## src/rtl/cpu_pkg.sv

```systemverilog
// Shared core definitions: stall encoding, reset constants, the write-back lane
// record and the MEM/WB update-priority decision.
package cpu_pkg;

   localparam logic        STOP         = 1'b1;
   localparam logic        NOSTOP       = 1'b0;
   localparam int          NOP_REG_ADDR = 0;
   localparam logic [31:0] ZERO_WORD    = 32'h0000_0000;

   localparam int WB_DATA_W = 32;
   localparam int WB_ADDR_W = 5;

   typedef struct packed {
      logic [WB_ADDR_W-1:0] wd;
      logic                 wreg;
      logic [WB_DATA_W-1:0] wdata;
      logic [WB_DATA_W-1:0] hi;
      logic [WB_DATA_W-1:0] lo;
      logic                 whilo;
   } wb_lane_t;

   typedef enum logic [2:0] {
      UPD_RESET,
      UPD_FLUSH,
      UPD_BUBBLE,
      UPD_HOLD,
      UPD_ADVANCE
   } wb_upd_e;

   // Priority: reset > flush > bubble > hold > advance.
   function automatic wb_upd_e wb_update_sel(input logic rst_req,
                                             input logic flush_req,
                                             input logic this_stall,
                                             input logic next_stall);
      if (rst_req)
         return UPD_RESET;
      if (flush_req)
         return UPD_FLUSH;
      if (this_stall == STOP)
         return (next_stall == NOSTOP) ? UPD_BUBBLE : UPD_HOLD;
      return UPD_ADVANCE;
   endfunction

endpackage

```

## src/rtl/wb_conflict_resolve.sv

```systemverilog
// Qualifies per-lane GPR and HI/LO write enables: drops $zero writes and keeps
// only the youngest writer when several lanes target the same resource.
module wb_conflict_resolve
   import cpu_pkg::*;
#(
   parameter int ADDR_W = 5,
   parameter int LANES  = 2
) (
   input  logic [LANES-1:0]        valid,
   input  logic [LANES*ADDR_W-1:0] wd,
   input  logic [LANES-1:0]        wreg,
   input  logic [LANES-1:0]        whilo,
   output logic [LANES-1:0]        wreg_ok,
   output logic [LANES-1:0]        whilo_ok
);

   logic [LANES-1:0] gpr_wr;
   logic [LANES-1:0] hilo_wr;

   always_comb begin
      for (int i = 0; i < LANES; i++) begin
         gpr_wr[i]  = valid[i] & wreg[i] &
                      (wd[i*ADDR_W +: ADDR_W] != ADDR_W'(NOP_REG_ADDR));
         hilo_wr[i] = valid[i] & whilo[i];
      end
   end

   // Lane index grows with age-order youth, so any later live writer kills an earlier one.
   always_comb begin
      // NOTE: whole-vector defaults first so every bit is assigned on every path and no latch is inferred.
      wreg_ok  = gpr_wr;
      whilo_ok = hilo_wr;
      for (int i = 0; i < LANES; i++) begin
         for (int j = i + 1; j < LANES; j++) begin
            if (gpr_wr[j] && (wd[j*ADDR_W +: ADDR_W] == wd[i*ADDR_W +: ADDR_W]))
               wreg_ok[i] = 1'b0;
            if (hilo_wr[j])
               whilo_ok[i] = 1'b0;
         end
      end
   end

endmodule

```

## src/rtl/wb_stage_reg.sv

```systemverilog
// MEM/WB pipeline register with stall hold/bubble, flush and lane write-conflict
// resolution. Optional performance counters are built when WB_PERF_EN is defined.
module wb_stage_reg
   import cpu_pkg::*;
#(
   parameter int DATA_W  = 32,
   parameter int ADDR_W  = 5,
   parameter int LANES   = 2,
   parameter int STALL_W = 6,
   parameter int STAGE   = 4
) (
   input  logic                    clk,
   input  logic                    rst,
   input  logic [STALL_W-1:0]      stall,
   input  logic                    flush,
   input  logic [LANES-1:0]        mem_valid,
   input  logic [LANES*ADDR_W-1:0] mem_wd,
   input  logic [LANES-1:0]        mem_wreg,
   input  logic [LANES*DATA_W-1:0] mem_wdata,
   input  logic [LANES*DATA_W-1:0] mem_hi,
   input  logic [LANES*DATA_W-1:0] mem_lo,
   input  logic [LANES-1:0]        mem_whilo,
   output logic [LANES*ADDR_W-1:0] wb_wd,
   output logic [LANES-1:0]        wb_wreg,
   output logic [LANES*DATA_W-1:0] wb_wdata,
   output logic [LANES*DATA_W-1:0] wb_hi,
   output logic [LANES*DATA_W-1:0] wb_lo,
   output logic [LANES-1:0]        wb_whilo
`ifdef WB_PERF_EN
   ,
   output logic [31:0]             perf_bubble_cnt,
   output logic [31:0]             perf_hold_cnt
`endif
);

   if (LANES < 1 || LANES > 4) begin : g_bad_lanes
      $error("wb_stage_reg: LANES must be in 1..4");
   end
   if (STAGE + 1 >= STALL_W) begin : g_bad_stage
      $error("wb_stage_reg: STAGE+1 must index into the stall vector");
   end

   typedef struct packed {
      logic [ADDR_W-1:0] wd;
      logic              wreg;
      logic [DATA_W-1:0] wdata;
      logic [DATA_W-1:0] hi;
      logic [DATA_W-1:0] lo;
      logic              whilo;
   } lane_t;

   localparam lane_t LANE_CLEAR = '0;

   lane_t            lane_q [LANES];
   lane_t            lane_d [LANES];
   logic [LANES-1:0] wreg_ok;
   logic [LANES-1:0] whilo_ok;
   wb_upd_e          upd;

   // Only this stage's bit and the next stage's bit matter.
   logic stall_unused;
   assign stall_unused = ^stall;

   assign upd = wb_update_sel(rst, flush, stall[STAGE], stall[STAGE+1]);

   wb_conflict_resolve #(
      .ADDR_W (ADDR_W),
      .LANES  (LANES)
   ) u_conflict (
      .valid    (mem_valid),
      .wd       (mem_wd),
      .wreg     (mem_wreg),
      .whilo    (mem_whilo),
      .wreg_ok  (wreg_ok),
      .whilo_ok (whilo_ok)
   );

   // Dead lanes carry an all-zero payload; conflict-killed lanes keep theirs.
   always_comb begin
      for (int i = 0; i < LANES; i++) begin
         lane_d[i] = LANE_CLEAR;
         if (mem_valid[i]) begin
            lane_d[i].wd    = mem_wd[i*ADDR_W +: ADDR_W];
            lane_d[i].wreg  = wreg_ok[i];
            lane_d[i].wdata = mem_wdata[i*DATA_W +: DATA_W];
            lane_d[i].hi    = mem_hi[i*DATA_W +: DATA_W];
            lane_d[i].lo    = mem_lo[i*DATA_W +: DATA_W];
            lane_d[i].whilo = whilo_ok[i];
         end
      end
   end

   always_ff @(posedge clk) begin
      // NOTE: non-blocking assignments for all clocked state so every register samples pre-edge values.
      unique case (upd)
         UPD_RESET, UPD_FLUSH, UPD_BUBBLE: begin
            for (int i = 0; i < LANES; i++)
               lane_q[i] <= LANE_CLEAR;
         end
         UPD_ADVANCE: begin
            for (int i = 0; i < LANES; i++)
               lane_q[i] <= lane_d[i];
         end
         default: ;
      endcase
   end

   for (genvar g = 0; g < LANES; g++) begin : g_out
      assign wb_wd[g*ADDR_W +: ADDR_W]    = lane_q[g].wd;
      assign wb_wreg[g]                   = lane_q[g].wreg;
      assign wb_wdata[g*DATA_W +: DATA_W] = lane_q[g].wdata;
      assign wb_hi[g*DATA_W +: DATA_W]    = lane_q[g].hi;
      assign wb_lo[g*DATA_W +: DATA_W]    = lane_q[g].lo;
      assign wb_whilo[g]                  = lane_q[g].whilo;
   end

`ifdef WB_PERF_EN
   logic [31:0] bubble_cnt_q;
   logic [31:0] hold_cnt_q;

   // Saturating counters; flush leaves them alone, only rst clears them.
   always_ff @(posedge clk) begin
      if (rst) begin
         bubble_cnt_q <= '0;
         hold_cnt_q   <= '0;
      end else begin
         if (upd == UPD_BUBBLE && bubble_cnt_q != 32'hFFFF_FFFF)
            bubble_cnt_q <= bubble_cnt_q + 32'd1;
         if (upd == UPD_HOLD && hold_cnt_q != 32'hFFFF_FFFF)
            hold_cnt_q <= hold_cnt_q + 32'd1;
      end
   end

   assign perf_bubble_cnt = bubble_cnt_q;
   assign perf_hold_cnt   = hold_cnt_q;
`endif

endmodule

```

## config.mk

```make
export PLATFORM = sky130hd
export DESIGN_NAME = wb_stage_reg
export DESIGN_NICKNAME = d
export VERILOG_FILES = /design/src/rtl/cpu_pkg.sv /design/src/rtl/wb_conflict_resolve.sv /design/src/rtl/wb_stage_reg.sv
export SDC_FILE = /design/constraint.sdc
export NUM_CORES = 1
export LEC_CHECK = 0
export CAP_MARGIN = 20
export CORE_AREA = 2 2 162 164
export CTS_BUF_LIST = sky130_fd_sc_hd__clkbuf_4 sky130_fd_sc_hd__clkbuf_8
export CTS_CLUSTER_SIZE = 12
export DETAILED_ROUTE_END_ITERATION = 16
export DIE_AREA = 0 0 164 166
export GPL_TIMING_DRIVEN = 0
export PLACE_DENSITY = 0.66
export SLEW_MARGIN = 25
export SYNTH_ARGS = -nofsm -noshare
export SYNTH_HDL_FRONTEND = slang
export SYNTH_HIERARCHICAL = 1
export SYNTH_SLANG_ARGS = --single-unit
```

## constraint.sdc

```tcl
create_clock -name clk -period 17.8 [get_ports clk]
set_clock_uncertainty 0.15 [all_clocks]
set_input_delay 1.78 -clock clk [delete_from_list [all_inputs] [get_ports clk]]
set_output_delay 1.78 -clock clk [all_outputs]
set_load 0.01 [all_outputs]
```

# == Word-level counts from Yosys, hierarchy flattened ==
# Memory sizes are Yosys's and may differ from the RTL's.
# Index checks and enable logic that the tools add are counted.
# word_totals
ff_bits,0
mem_bits_rw,206
inputBits,217
output_inout_bits,206
wordCells,41
n_memories,1
# classes
n_eq_ne,4
mux,23
bitwise_logic,8
n_reduce_logical,5
# memory_table
name,depth,width,read_ports,rd_ports_with_merged_regs,wr,line,rtl
lane_q,2,103,2,0,2,wb_stage_reg.sv:54,lane_t lane_q [LANES];
# op_table
operator,count
103-bit 2-to-1 mux,4
3-bit 2-to-1 mux,6
1-bit 2-to-1 mux,13
5-bit nonzero test,2
1-bit AND,6
5-bit == test,1
"3-bit by 1-bit == test with 1-bit output, second input constant",1
"3-bit by 2-bit == test with 1-bit output, second input constant",1
"3-bit == test, second input constant",1
3-bit logical NOT,1
3-bit OR reduction,1
1-bit bitwise OR,2
1-bit logical AND,1

# == Logic depth before layout (Yosys ltp) ==
# Gate-level depths: netlist of run 1.
# logic_depth
word_depth,12
ltp_mapped,4
mapped_depth_nobuf,4

# == By module ==
# The synthesis of run 1 kept the hierarchy.
# modules_own_cells
mod,instances,cells_each,area_per_inst_um2,seq_area_each_um2
wb_stage_reg,1,438,7699.9,6185.9
wb_conflict_resolve,1,15,121.4,0.0

# == Least setup slack after synthesis of run 1 ==
# OpenSTA, ideal clock, no wires.
# synth_timing
path_kind,input port to flip-flop
start,input rst
end,memory lane_q[0][0] (netlist name) (enable)
setup_ns,2.152
t_arrival_ns,6.417
required_ns,15.498
slack_ns,9.081
cell_stages,2
path_buffers,0
cell_sequence,nor2_1 nand3_1
# synth_lines
item,line,rtl
"start, declared",wb_stage_reg.sv:13,"input logic rst,"
"end, declared",wb_stage_reg.sv:54,

==> results of run 1 <==
-- final timing paths --
| kind | from | to | slack, ps | depth (start not counted) |
|---|---|---|---|---|
| worst max-delay path | rst | lane_q[0][79] | 14280 | 5 |
| worst min-delay path | mem_lo[34] | lane_q[0][106] | 1780 | 2 |
-- cells in the final DEF (no fill, tap or decap) --
master and count:
or4_1 1, o311a_4 1, and2_1 207, diode_2 2, clkinvlp_4 1, clkdlybuf4s50_1 418
clkbuf_4 10, clkbuf_8 37, nor3_1 1, nor2_1 3, edfxtp_1 206, nand2_1 1
o211ai_1 1, clkinv_1 9, buf_16 3, a31oi_2 1, buf_6 7, buf_12 1
or3_1 1, nor4b_4 2, xor2_1 5, clkinv_2 3, bufinv_16 2, nand3_4 1
clkbuf_1 6, buf_4 9
-- per-stage QoR --
step                total power [mW]  hold WS (ps)  area [um^2]  worst slack [ps]
floorplan                     0.5937          1828         7821              9081
global placement              0.6858          2282        12420              5617
detailed placement            0.6839          2286        12540             13750
CTS                            1.120          1735        13240             14300
global route                   1.147          1745        13240             14230
finish                         1.103          1777        13250             14280
-- metal layers --
layer / wire length, um / share of wire, % / vias to the layer above
met2: 10640 / 49 / 276
li1: - / - / 2515
met3: 2306 / 11 / 60
met1: 7920 / 37 / 2476
met5: 23 / 0.11 / -
met4: 743 / 3.4 / 4
-- layout make-up --
class                   instances  area [um^2]  share of cell area [%]
plain buffers                  22        168.9                   1.275
clock inverters                15        116.4                  0.8785
repair buffers                422         4287                   32.36
diodes                          2        5.005                 0.03779
multi-input cells             225         1479                   11.17
clock buffers                  47        584.3                   4.411
well taps                     335        419.2                   3.165
flip-flops and latches        206         6186                   46.70
-- logic make-up (layout without fill, tap and decap cells) --
logic type / after synthesis / count (layout) / synth area share (%)
AO/OA/AOI/OAI: 3 / 3 / 0.5279
XOR/XNOR: 5 / 5 / 0.5599
buffers and inverters: 22 / 506 / 2.160
flip-flops: 206 / 206 / 79.09
other: 0 / 2 / 0
AND/OR/NAND/NOR: 217 / 217 / 17.66
-- power by group through the flow --
| stage | clock network, mW | logic [mW] | registers [mW] |
|---|---|---|---|
| finish | 0.430 | 0.117 | 0.556 |
| global route | 0.465 | 0.124 | 0.557 |
| CTS | 0.445 | 0.119 | 0.556 |
| detailed placement | 0 | 0.118 | 0.566 |
| global placement | 0 | 0.116 | 0.570 |
| floorplan | 0 | 0.0136 | 0.580 |
==> flow_metrics.py, run 1 <==
metrics = {
    "detailed_routing": {
        "remaining_drc_errors": 0,
        "vias": 5331,
        "vias_per_cell": 4.184,
        "ant_nets": 0,
        "drtPass1Iterations": 6,
        "drt_iter0_drc": 329,
        "routed_wl_um": 21630,
        "routedWlPerCell_um": 16.98,
    },
    "yosys": {
        "syn-num-nets": 670,
        "yosys_warnings": 6,
        "postSynthAreaPerCell_um2": 17.27,
        "ys_seq_area_share_pct": 79.09,
        "yosys.area.top_type_share_pct": 79.09,
        "synth_edf_count": 206,
        "synthesis.area_um2": 7821,
        "synthTopCellsByArea": "edfxtp_1 (79%), and2_1 (17%), buf_6 (1.0%), buf_4 (0.86%), nor4b_4 (0.61%)",
        "synth.distinct_cells": 16,
        "synth_seq_cells": 206,
        "synth_most_common_cell": "and2_1",
        "synthCells": 453,
        "async_reset_ff_share_pct": 0,
        "synthTopCellsByCount": "and2_1 (207), edfxtp_1 (206), buf_4 (9)",
        "synth_top_flop_cell": "edfxtp_1",
        "yosys.area.top_type": "edfxtp_1",
    },
    "layout": {
        "regMostFlops": "lane_q",
        "fin_nets": 1131,
        "nFillCells": 2184,
        "largest_register_ff_count": 206,
        "drive_above_1_share_pct": 8.324,
        "area_delta_synth_final_pct": 69.35,
        "stdcell_count": 1274,
        "final_util_pct": 51.71,
        "reg_top3": "lane_q: 206 flops",
    },
    "critical_path": {
        "worst-path-max-fanout": 49,
        "path_class": "input pin to flop",
        "crit_family": "buffers and inverters",
        "worstPathRequired_ps": 17870,
        "worst_setup_path_end_kind": "flop",
        "critical_path_buf_inv_count": 3,
        "worstSetupStartpointType": "input pin",
        "critPathMostFrequentCell": "buf_16",
        "cp_cell_sequence": "clkdlybuf4s50_1 > nor2_1 > nand3_4 > buf_16 > buf_16",
        "cp_slowest_cell": "clkdlybuf4s50_1",
        "arrival_ps": 3590,
        "slowest_delay_ps": 520,
    },
    "floorplan": {
        "ios": 423,
        "die_w_um": 164,
        "row_count": 59,
        "die-area_um2": 27220,
        "coreArea_um2": 25620,
        "die_h_um": 166,
        "start_util_pct": 30.53,
    },
    "cts": {
        "ctsHoldBuffers": 0,
        "ctsResizeCount": 0,
        "cts_root_buf": "clkbuf_8",
        "tritoncts": "done",
        "cts.sinks": 206,
        "path_clk_slew_ps": 60,
        "cts.path.max_buffers": 3,
        "htree_levels": 2,
        "numCtsBuffers": 37,
        "postCtsSetupBuffers": 0,
    },
    "pwr": {
        "switching_share_pct": 20.85,
        "clockPowerShare_pct": 39.0,
        "switching_power_mw": 0.2299,
        "irDropWorstVdd_mv": 0.06188,
        "p_comb_share_pct": 10.6,
        "p_seq_share_pct": 50.4,
        "internal_power_mw": 0.8727,
        "powerDensity_nw_per_um2": 83.25,
        "p_leak_nw": 5.190,
    },
    "timing": {
        "hold_viol": 0,
        "rsz0062_at_grt": "false",
        "drv_slew": 0,
        "fmax_mhz": 284.0,
        "tns_ps": 0,
        "tightest_slew_ps": 529.4,
        "fin_crit_sh_pct": 19.78,
        "setup_violations": 0,
        "max-slew-margin-rel_pct": 64.71,
        "period_needed_ps": 3522,
    },
    "global_routing": {
        "met2_usage_pct": 26.64,
        "antenna_found_initial": 4,
        "met1_usage_pct": 17.06,
        "grt_pass1_wl_um": 31560,
        "grt_pass1_vias": 5398,
        "gr-max-usage-layer": "met2",
        "grt_usage_pct": 15.47,
        "grt_max_degree": 50,
        "use_met3_pct": 6.244,
        "overflow": 0,
    },
    "placed_design": {
        "post-place-cells": 1210,
        "gp_congestion": 0.7983,
        "io_buffers": 418,
        "dp_hpwl_um": 16330,
    },
    "status": {
        "outcome": "finished, final reports clean",
    },
    "min_path": {
        "hp-class": "input pin to flop",
    },
    "flow_run": {
        "cap_violations": 0,
    },
}
Power figures use the tool's default switching activity.
==> inputs of run 2 (changes only) <==
==> constraint.sdc (replaced) <==
create_clock -name clk -period 3.4 [get_ports clk]
set_clock_uncertainty 0.15 [all_clocks]
set_input_delay 0.34 -clock clk [delete_from_list [all_inputs] [get_ports clk]]
set_output_delay 0.34 -clock clk [all_outputs]
set_load 0.01 [all_outputs]
==> flow_metrics.py, run 2 (same netlist as run 1, synthesis figures left out) <==
metrics = {
    "timing": {
        "tightest_slew_ps": 604.6,
        "fin_crit_sh_pct": 65.47,
        "fmax_mhz": 449.2,
        "max-slew-margin-rel_pct": 59.69,
        "period_needed_ps": 2226,
        "drv_slew": 0,
        "setup_violations": 0,
        "fin_hold_ws_ps": 326.1,
        "hold_viol": 0,
        "rsz0062_at_grt": "false",
    },
    "placed_design": {
        "post-place-cells": 1210,
        "placed_area_um2": 12520,
        "io_buffers": 418,
        "gp_congestion": 0.7794,
        "dp_hpwl_um": 16900,
    },
    "floorplan": {
        "start_util_pct": 30.53,
        "ios": 423,
        "die-area_um2": 27220,
        "die_h_um": 166,
        "coreArea_um2": 25620,
        "row_count": 59,
        "die_w_um": 164,
    },
    "flow_run": {
        "cap_violations": 0,
    },
    "critical_path": {
        "critical_path_buf_inv_count": 3,
        "worstSetupStartpointType": "input pin",
        "worst_setup_path_end_kind": "flop",
        "crit_family": "buffers and inverters",
        "cp_slowest_cell": "clkdlybuf4s50_1",
        "arrival_ps": 2310,
        "worst-path-max-fanout": 46,
        "worstPathRequired_ps": 3480,
        "path_depth": 5,
        "path_class": "input pin to flop",
        "slowest_delay_ps": 550,
        "cp_cell_sequence": "clkdlybuf4s50_1 > nor2_1 > nand3_4 > buf_16 > buf_12",
    },
    "layout": {
        "largest_register_ff_count": 206,
        "mostFrequentLayoutCells": "clkdlybuf4s50_1 (418), and2_1 (207), edfxtp_1 (206), clkbuf_8 (39), clkbuf_4 (16)",
        "final_util_pct": 51.56,
        "drive_above_1_share_pct": 8.654,
        "reg_top3": "lane_q: 206 flops",
        "stdcell_area_um2": 13210,
        "area_delta_synth_final_pct": 68.87,
        "regMostFlops": "lane_q",
        "antenna-diode-count": 0,
        "fin_nets": 1131,
        "final_common_cell": "clkdlybuf4s50_1",
        "stdcell_count": 1271,
    },
    "min_path": {
        "hold_depth": 2,
        "hp-class": "input pin to flop",
    },
    "cts": {
        "cts.sinks": 206,
        "postCtsSetupBuffers": 0,
        "path_clk_slew_ps": 60,
        "cts_root_buf": "clkbuf_8",
        "cts.path.max_buffers": 3,
        "numCtsBuffers": 37,
        "tritoncts": "done",
        "htree_levels": 2,
        "ctsHoldBuffers": 0,
        "ctsResizeCount": 0,
    },
    "detailed_routing": {
        "remaining_drc_errors": 0,
        "vias_per_cell": 4.154,
        "drtPass1Iterations": 4,
        "routed_wl_um": 22150,
        "vias": 5280,
        "routedWlPerCell_um": 17.42,
        "ant_nets": 0,
        "drt_iter0_drc": 308,
    },
    "pwr": {
        "irDropWorstVdd_mv": 0.3054,
        "powerDensity_nw_per_um2": 433.0,
        "finalPower_mw": 5.719,
        "p_leak_nw": 5.179,
    },
    "global_routing": {
        "grt_usage_pct": 15.86,
        "grt_pass1_wl_um": 32170,
        "overflow": 0,
        "antenna_found_initial": 0,
        "grt_pass1_vias": 5454,
        "grt_max_degree": 47,
    },
    "status": {
        "outcome": "finished, final reports clean",
    },
}
-- run 2: metrics by stage --
step	worst slack [ps]	TNS, ps
CTS	1179	0
global route	1091	0
detailed placement	636.4	0
global placement	-1203	-243440
finish	1174	0
floorplan	346.5	0
-- run 2: final timing paths --
| kind | start | to | slack (ps) |
|---|---|---|---|
| max | flush | lane_q[0][136] | 1170 |
| min | mem_wdata[21] | lane_q[0][86] | 330 |
-- run 2: layout make-up --
type                            count  area (um^2)
Multi-Input combinational cell    225         1479
Tap cell                          335        419.2
Fill cell                        2185        12410
Timing Repair Buffer              422         4272
Clock inverter                      6        26.28
Sequential cell                   206         6186
Buffer                             22        168.9
Clock buffer                       55        656.9
-- run 2: power by group --
part / total (mW) / switching [mW] / internal (mW)
clock network: 2.19 / 0.972 / 1.22
logic: 0.615 / 0.201 / 0.414
registers: 2.91 / 0.0275 / 2.88
total: 5.72 / 1.20 / 4.52
-- run 2: metal layers --
metal  global-route usage (%)  vias up  routed length, um
li1                         -     2511                  -
met1                    17.97     2441               8199
met2                    26.95      272              10950
met3                    5.719       56               2228
met4                    6.598        0                764
met5                        0        -                  0
